### config.mk
export PLATFORM = sky130hd
export DESIGN_NAME = fb_pixel_writer
export DESIGN_NICKNAME = d
export VERILOG_FILES = /design/src/rtl/fb_pkg.sv /design/src/rtl/raster_counter.sv /design/src/rtl/fb_pixel_writer.sv
export SDC_FILE = /design/constraint.sdc
export NUM_CORES = 1
export LEC_CHECK = 0
export BUFFER_PORTS_ARGS = -buffer_cell sky130_fd_sc_hd__buf_2
export CAP_MARGIN = 10
export CELL_PAD_IN_SITES_DETAIL_PLACEMENT = 1
export CELL_PAD_IN_SITES_GLOBAL_PLACEMENT = 2
export CORE_ASPECT_RATIO = 0.6
export CORE_UTILIZATION = 35
export DETAILED_ROUTE_END_ITERATION = 10
export PLACE_DENSITY = 0.86
export SLEW_MARGIN = 20
export SYNTH_ARGS = -nofsm -noshare
export SYNTH_HDL_FRONTEND = slang
export SYNTH_SLANG_ARGS = --single-unit
export TNS_END_PERCENT = 100
### constraint.sdc
create_clock -name aclk -period 4.9 [get_ports aclk]
set_input_delay 0.245 -clock aclk [delete_from_list [all_inputs] [get_ports aclk]]
set_output_delay 0.245 -clock aclk [all_outputs]
set_load 0.03 [all_outputs]
### src/rtl/fb_pkg.sv
// Shared types and defaults for the frame-buffer pixel writer.
// Optional double buffering is selected with FB_DOUBLE_BUFFER_EN.
package fb_pkg;

   localparam int unsigned H_RES_DEFAULT = 320;
   localparam int unsigned V_RES_DEFAULT = 180;
   localparam int unsigned FB_PIXELS     = H_RES_DEFAULT * V_RES_DEFAULT;

`ifdef FB_DOUBLE_BUFFER_EN
   localparam int unsigned BANK_BITS = 1;
`else
   localparam int unsigned BANK_BITS = 0;
`endif

   typedef struct packed {
      logic [7:0] ch2;
      logic [7:0] ch1;
      logic [7:0] ch0;
   } pixel_t;

   typedef enum logic [0:0] {
      WRITE,
      WAIT_SWAP
   } state_t;

   // Counter width that stays at least one bit for degenerate sizes.
   function automatic int unsigned clog2_min1(input int unsigned n);
      return (n < 2) ? 1 : $clog2(n);
   endfunction

endpackage

### src/rtl/raster_counter.sv
// Raster position tracker: x/y position plus a running linear pixel index.
// The linear index is kept as its own counter so no multiplier is needed.
module raster_counter
   import fb_pkg::*;
#(
   parameter int unsigned H_RES = H_RES_DEFAULT,
   parameter int unsigned V_RES = V_RES_DEFAULT,
   localparam int unsigned ADDR_W = clog2_min1(H_RES * V_RES),
   localparam int unsigned X_W    = clog2_min1(H_RES),
   localparam int unsigned Y_W    = clog2_min1(V_RES)
) (
   input  logic              clk,
   input  logic              rst,
   input  logic              inc,
   output logic [X_W-1:0]    x,
   output logic [Y_W-1:0]    y,
   output logic [ADDR_W-1:0] pix,
   output logic              last
);

   localparam logic [X_W-1:0] X_MAX = X_W'(H_RES - 1);
   localparam logic [Y_W-1:0] Y_MAX = Y_W'(V_RES - 1);

   logic [X_W-1:0]    x_q, x_d;
   logic [Y_W-1:0]    y_q, y_d;
   logic [ADDR_W-1:0] pix_q, pix_d;

   assign last = (x_q == X_MAX) && (y_q == Y_MAX);
   assign x    = x_q;
   assign y    = y_q;
   assign pix  = pix_q;

   // Advance one pixel per inc, wrapping line and frame.
   always_comb begin
      x_d   = x_q;
      y_d   = y_q;
      pix_d = pix_q;
      if (inc) begin
         if (last) begin
            x_d   = '0;
            y_d   = '0;
            pix_d = '0;
         end else begin
            pix_d = pix_q + ADDR_W'(1);
            if (x_q == X_MAX) begin
               x_d = '0;
               y_d = y_q + Y_W'(1);
            end else begin
               x_d = x_q + X_W'(1);
            end
         end
      end
   end

   // Counter state.
   always_ff @(posedge clk) begin
      if (rst) begin
         x_q   <= '0;
         y_q   <= '0;
         pix_q <= '0;
      end else begin
         x_q   <= x_d;
         y_q   <= y_d;
         pix_q <= pix_d;
      end
   end

endmodule

### src/rtl/fb_pixel_writer.sv
// Pixel stream to frame-buffer BRAM writer with raster tracking and end-of-frame pulse.
// Define FB_DOUBLE_BUFFER_EN for two banks swapped on display vsync.
module fb_pixel_writer
   import fb_pkg::*;
#(
   parameter int unsigned H_RES = H_RES_DEFAULT,
   parameter int unsigned V_RES = V_RES_DEFAULT,
   localparam int unsigned ADDR_W = clog2_min1(H_RES * V_RES),
   localparam int unsigned FB_AW  = ADDR_W + BANK_BITS
) (
   input  logic             aclk,
   input  logic             areset,
   input  logic [23:0]      s_axis_tdata,
   input  logic             s_axis_tvalid,
   output logic             s_axis_tready,
   output logic [FB_AW-1:0] fb_addr,
   output logic [23:0]      fb_wdata,
   output logic             fb_we,
   output logic             frame_done,
   input  logic             display_vsync,
   output logic             fb_front_bank
);

   localparam int unsigned X_W = clog2_min1(H_RES);
   localparam int unsigned Y_W = clog2_min1(V_RES);

   state_t            state_q, state_d;
   logic              front_q, front_d;
   logic              accept;
   logic              last;
   logic [X_W-1:0]    x;
   logic [Y_W-1:0]    y;
   logic [ADDR_W-1:0] pix;
   logic [FB_AW-1:0]  addr_d;
   pixel_t            pix_in;

   // Position is tracked inside the counter; x/y are not needed for the address.
   logic unused_pos;
   assign unused_pos = ^{x, y};

   assign pix_in = pixel_t'(s_axis_tdata);
   assign accept = s_axis_tvalid && s_axis_tready;

   raster_counter #(
      .H_RES (H_RES),
      .V_RES (V_RES)
   ) u_raster_counter (
      .clk  (aclk),
      .rst  (areset),
      .inc  (accept),
      .x    (x),
      .y    (y),
      .pix  (pix),
      .last (last)
   );

   // FSM state register.
   always_ff @(posedge aclk) begin
      if (areset) begin
         state_q <= WRITE;
      end else begin
         state_q <= state_d;
      end
   end

`ifdef FB_DOUBLE_BUFFER_EN
   // Next state: park after the last pixel until the display has moved to the new frame.
   always_comb begin
      state_d = state_q;
      unique case (state_q)
         WRITE:     if (accept && last) state_d = WAIT_SWAP;
         WAIT_SWAP: if (display_vsync) state_d = WRITE;
         default:   state_d = WRITE;
      endcase
   end

   // FSM outputs: ready only while writing; the front bank flips as WAIT_SWAP exits.
   always_comb begin
      s_axis_tready = (state_q == WRITE) && !areset;
      front_d       = front_q;
      if ((state_q == WAIT_SWAP) && display_vsync) begin
         front_d = !front_q;
      end
      addr_d = {!front_q, pix};
   end
`else
   // Single bank: the block stays in WRITE across frames.
   always_comb begin
      state_d = WRITE;
   end

   // FSM outputs: single bank, front bank fixed at 0.
   always_comb begin
      s_axis_tready = (state_q == WRITE) && !areset;
      front_d       = 1'b0;
      addr_d        = pix;
   end

   logic unused_vsync;
   assign unused_vsync = display_vsync ^ front_q;
`endif

   // Registered BRAM write port, end-of-frame pulse and bank select.
   always_ff @(posedge aclk) begin
      if (areset) begin
         fb_addr    <= '0;
         fb_wdata   <= '0;
         fb_we      <= 1'b0;
         frame_done <= 1'b0;
         front_q    <= 1'b0;
      end else begin
         fb_we      <= accept;
         frame_done <= accept && last;
         front_q    <= front_d;
         if (accept) begin
            fb_addr  <= addr_d;
            fb_wdata <= pix_in;
         end
      end
   end

   assign fb_front_bank = front_q;

endmodule

; ---- Yosys cells after proc, flatten, opt, wreduce, memory -nomap -nowiden
; Cells that the tools add are included.
[op_classes]
add_sub_neg = 3
n_mul = 0
div_mod_pow = 0
n_lt_le_gt_ge = 0
eq_ne = 2
shifts = 0
muxes = 5
n_bitwise = 0
n_reduce_logical = 6
[op_table]
columns = op, count
row1 = 2-to-1 mux 9 bit, 2
row2 = "adder 16 x 1 -> 16 bit, second input constant", 1
row3 = 2-to-1 mux 16 bit, 1
row4 = 2-to-1 mux 8 bit, 2
row5 = "adder 9 x 1 -> 9 bit, second input constant", 1
row6 = "== test 9 bit, second input constant", 1
row7 = "adder 8 x 1 -> 8 bit, second input constant", 1
row8 = "== test 8 bit, second input constant", 1
row9 = logical AND 1 bit, 3
row10 = AND reduction 2 bit, 1
row11 = nonzero test 2 bit, 1
row12 = zero test 1 bit, 1
[word_totals]
reg_bits = 75
latchBits = 0
ramBits = 0
romBits = 0
input_bits = 28
out_inout_bits = 44
wordCells = 23
n_memories = 0

; ---- Depth between registers and ports, before layout
[depth]
word_depth = 4
ltp_mapped = 6
ltp_nobuf = 5

; ---- Modules after synthesis
; A second synthesis with hierarchy kept.
[unflattened]
cells_unflattened = 322
hier_area_um2 = 3135.5
[modules_own_cells]
columns = module, instances, cells_each, area_each_um2, seq_area_each_um2
row1 = raster_counter, 1, 184, 1596.5, 660.6
row2 = fb_pixel_writer, 1, 138, 1539.0, 840.8

; ---- Worst setup path before layout
; Ideal clock, no wire load.
[synth_timing]
path_kind = register -> register
startpoint = register u_raster_counter.y_q[0], in the netlist u_raster_counter.y[0]
endpoint = register u_raster_counter.y_q[2], in the netlist u_raster_counter.y[2]
setup_ns = 0.071
t_arrival_ns = 1.487
t_required_ns = 4.829
setup_slack_ns = 3.342
stages_incl_launch_ff = 6
path_buffers = 0
period_less_slack_ns = 1.558
cell_sequence = dfxtp_1 -> ha_1 -> and3_1 -> and4_1 -> or4_1 -> a21oi_1
[synth_via]
elab_chain_len = 4
elab_cells_between_ends = 7
classes_between = 1 x add/sub / 1 x eq/ne / 2 x mux / 3 x reduce/logical
[synth_lines]
columns = element, line_no
row1 = "start, declared", raster_counter.sv:25  ; logic [Y_W-1:0] y_q, y_d;
row2 = "start signal, assigned", raster_counter.sv:63  ; y_q <= y_d;
row3 = "parallel branches: the longest is 4 deep, another holds adder 8 x 1 -> 8 bit", -
; Parallel ways; which one is timed is not known. The select of a mux whose other input is x is not followed.
; A chain may end at the register's enable or synchronous reset.

; ---- Worst setup path in the final report
[layout_timing]
startpoint = register u_raster_counter.x_q[0], in the netlist u_raster_counter.x[0]
endpoint = register u_raster_counter.y_q[2], in the netlist u_raster_counter.y[2]
[layout_via]
elab_chain_len = 4
elab_cells_between_ends = 5
classes_between = 1 x eq/ne / 1 x mux / 3 x reduce/logical
[layout_lines]
columns = element, line_no
row1 = "start, declared", raster_counter.sv:24  ; logic [X_W-1:0] x_q, x_d;
row2 = "start signal, assigned", raster_counter.sv:58  ; x_q <= '0;
row3 = "start signal, assigned", raster_counter.sv:62  ; x_q <= x_d;
row4 = == test 9 bit *, "raster_counter.sv:28, raster_counter.sv:45"
row5 = logical AND 1 bit, raster_counter.sv:28  ; assign last = (x_q == X_MAX) && (y_q == Y_MAX);
row6 = nonzero test 2 bit (no source line), -
row7 = AND reduction 2 bit (no source line), -
; Every way passes the cells marked *; elsewhere a longest branch is shown, timed or not.

==> metrics <==
run status=completed; internal power=1.06 mW; Worst R2R Start=u_raster_counter.x[0]; All-Layer GR Usage=0.175; Met3 Wirelength=685 µm; critical path startpoint=u_raster_counter.x[0]; critical-path cell list=ha_1 > and4b_1 > nand3_1 > or4_1 > a21oi_1; placed inst area=0.00350 mm²; clk slew on worst S/H paths=0.05 ns; R2R cell count=5; Startpoint Class=flip-flop; largest net degree at the start of global routing=59; clk buf depth=2; clock root cell=clkbuf_16; vias in the first global route=2490; ANT cells=0; fin util=0.445; met2 wire len=2980 µm; ratio of cells with drive above 1 in the final layout=0.233; synthesized area per cell=9.65 µm²; Worst EP arrival=2.27 ns; final wirelength=7320 µm; R2R Setup Slk=2.89 ns; Synth Instances=320; worst slack, placed=2.85 ns; die area=0.00921 mm²; max incr delay on CP=0.57 ns; Horiz. Die Dim=123 µm; hold buffer count at cts=0; Post-synth EDFFs=0; global-route wire length before repair=12000 µm; worst r2r dst=u_raster_counter.y[2]; measured slew at the worst slew-check pin=0.728 ns; Yosys top cell area share=0.486; leakage power=1.70 nW; Buffers on Ports=69; sequential cell fraction of total power=0.461; Crit Path Category=flip-flop to flip-flop; met1 WL=3550 µm; CP Depth=5; Die Span Y=74.7 µm; main flop type after synthesis=dfxtp_1; CP max FO=11; fin. max-slew vios=0; DRT Pass-1 Iters=4; Distinct cells, synth=39; CTS tree=done; Finish-stage setup viols=0; asr flop ratio synth=0; P per Cell Area=363 mW/mm²; Residual DRC=0; crit path setup slack, layout=2.89 ns; number of nets with antenna violations after routing=0; final period utilization=0.410; #FFs+latches synth=75; clock sinks=75; Setup crit end kind=flip-flop; total gr overflow=0; Final Critical Period=2.01 ns; Synth area leaders=dfxtp_1, mux2i_1, nor2_1, xor2_1, a21oi_1; Worst slew margin=0.515; Net Sw Frac=0.230; Finished Cell Area=0.00379 mm²; Max VDD drop=0.000173 V; count leader, synth=dfxtp_1; CP Capture Point=u_raster_counter.y[2]; WL/cell=14.6 µm; Clk pwr share=0.464; crit-path leading delay family=simple AND/OR/NAND/NOR gates; clock insertion delay at the later pin of the skew report=0.34 ns; Synth top cells by count=dfxtp_1, nor2_1, mux2i_1, a21oi_1, xor2_1; antenna violations before repair=0; num rows=26; Fin Setup TNS=0 ns; Detailed Place HPWL=5100 µm; Net count, final=416; Logic pwr share=0.075; syn_nets=351; Area Growth Syn to Fin=22.7%; yosys warns=0; starting density of the core=0.362; Gates resized, CTS repair=0; via count=2549; Synth area leader=dfxtp_1; CORE AREA=0.00852 mm²; Netlist Area Pre-Place=0.00309 mm²; CP bufs+invs=0; Switch Pwr=0.316 mW; drt first-iter violations=76; worst clock skew=0.00696 ns; Overall Power=1.38 mW; final hold violation count=0; worst path required time=5.16 ns; number of buffers created by CTS=9; highest metal used=met4; RSZ-0062 raised after global routing=no; Seq/Total Area, Yosys=0.486; vias per cell=5.08; H-Tree Depth=3; CP max-delay cell=or4_1; maxcap violations=0; Worst Hold Class=primary input to flip-flop; Placer Congestion=0.740; I/O pin total=72; FMAX=498 MHz; Post-CTS Setup Bufs=0
## worst reg2reg max path, delay by kind of cell (launching register included)
family	cells	cell delay, ns
simple gates	3	1.15
flops	1	0.36
compound gates	1	0.15
fa+ha+maj	1	0.28
## through the flow
stage / std cells / hold slack (ns)
finish: 502 / 0.143
detailed placement: 486 / 0.477
floorplan: 320 / 0.392
global route: 502 / 0.147
global placement: 486 / 0.467
CTS: 502 / 0.131
## area by class of cell
cell class                 instances  area (µm²)
fill                            1019        4730
sequential                        75        1500
multi-input combinational        221        1470
timing repair buffer              71         360
clock buffer                      15         288
tap                              112         140
inverter                           7        26.3
clock inverter                     1        5.00
## state kept, by name, indices dropped and copies added (netlist names)
name                  flops
frame_done                1
u_raster_counter.y        8
u_raster_counter.pix     16
fb_we                     1
fb_wdata                 24
fb_addr                  16
u_raster_counter.x        9
## routing by layer
| metal | track usage | vias up |
|---|---|---|
| met5 | 0 | - |
| met2 | 0.253 | 72 |
| met1 | 0.218 | 1217 |
| met3 | 0.0947 | 10 |
| met4 | 0.0723 | 0 |
| li1 | - | 1250 |
## power groups by stage
stage	Clock (mW)	Combinational, mW	Sequential, mW
floorplan	0	0.0464	0.672
global placement	0	0.103	0.646
detailed placement	0	0.105	0.647
CTS	0.660	0.105	0.634
global route	0.685	0.113	0.636
finish	0.638	0.103	0.634
## cell usage in the layout, fill, tap and decap left out, drive strengths merged, types with 5 or more instances in the layout
cell | synthesis | final
a21oi | 14 | 14
and3 | 5 | 5
and4 | 5 | 5
buf | 11 | 71
clkbuf | 6 | 15
dfxtp | 75 | 75
inv | 7 | 7
mux2i | 41 | 41
nand2 | 10 | 10
nand3 | 10 | 10
nand4 | 9 | 9
nor2 | 60 | 60
o21ai | 8 | 8
or3 | 5 | 5
xor2 | 12 | 12
## worst min path at each step
stage,start,to,cells past startpoint
2_1_floorplan,s_axis_tdata[0],fb_wdata[0],2
3_3_place_gp,fb_addr[9],fb_addr[9],2
3_5_place_dp,fb_addr[6],fb_addr[6],2
4_1_cts,s_axis_tdata[17],fb_wdata[17],3
5_1_grt,s_axis_tdata[15],fb_wdata[15],3
6_report,s_axis_tdata[17],fb_wdata[17],3
## cells by family after synthesis
| group | count (synthesis) | synth area share |
|---|---|---|
| other | 1 | 0.00121 |
| XOR/XNOR | 16 | 0.0454 |
| AO/OA/AOI/OAI | 31 | 0.0592 |
| buffers and inverters | 24 | 0.0381 |
| AND/OR/NAND/NOR | 128 | 0.221 |
| flip-flops | 75 | 0.486 |
| multiplexers | 42 | 0.137 |
| adder cells (fa/ha/maj) | 3 | 0.0122 |
No activity file was read; power rests on OpenSTA's default activity.
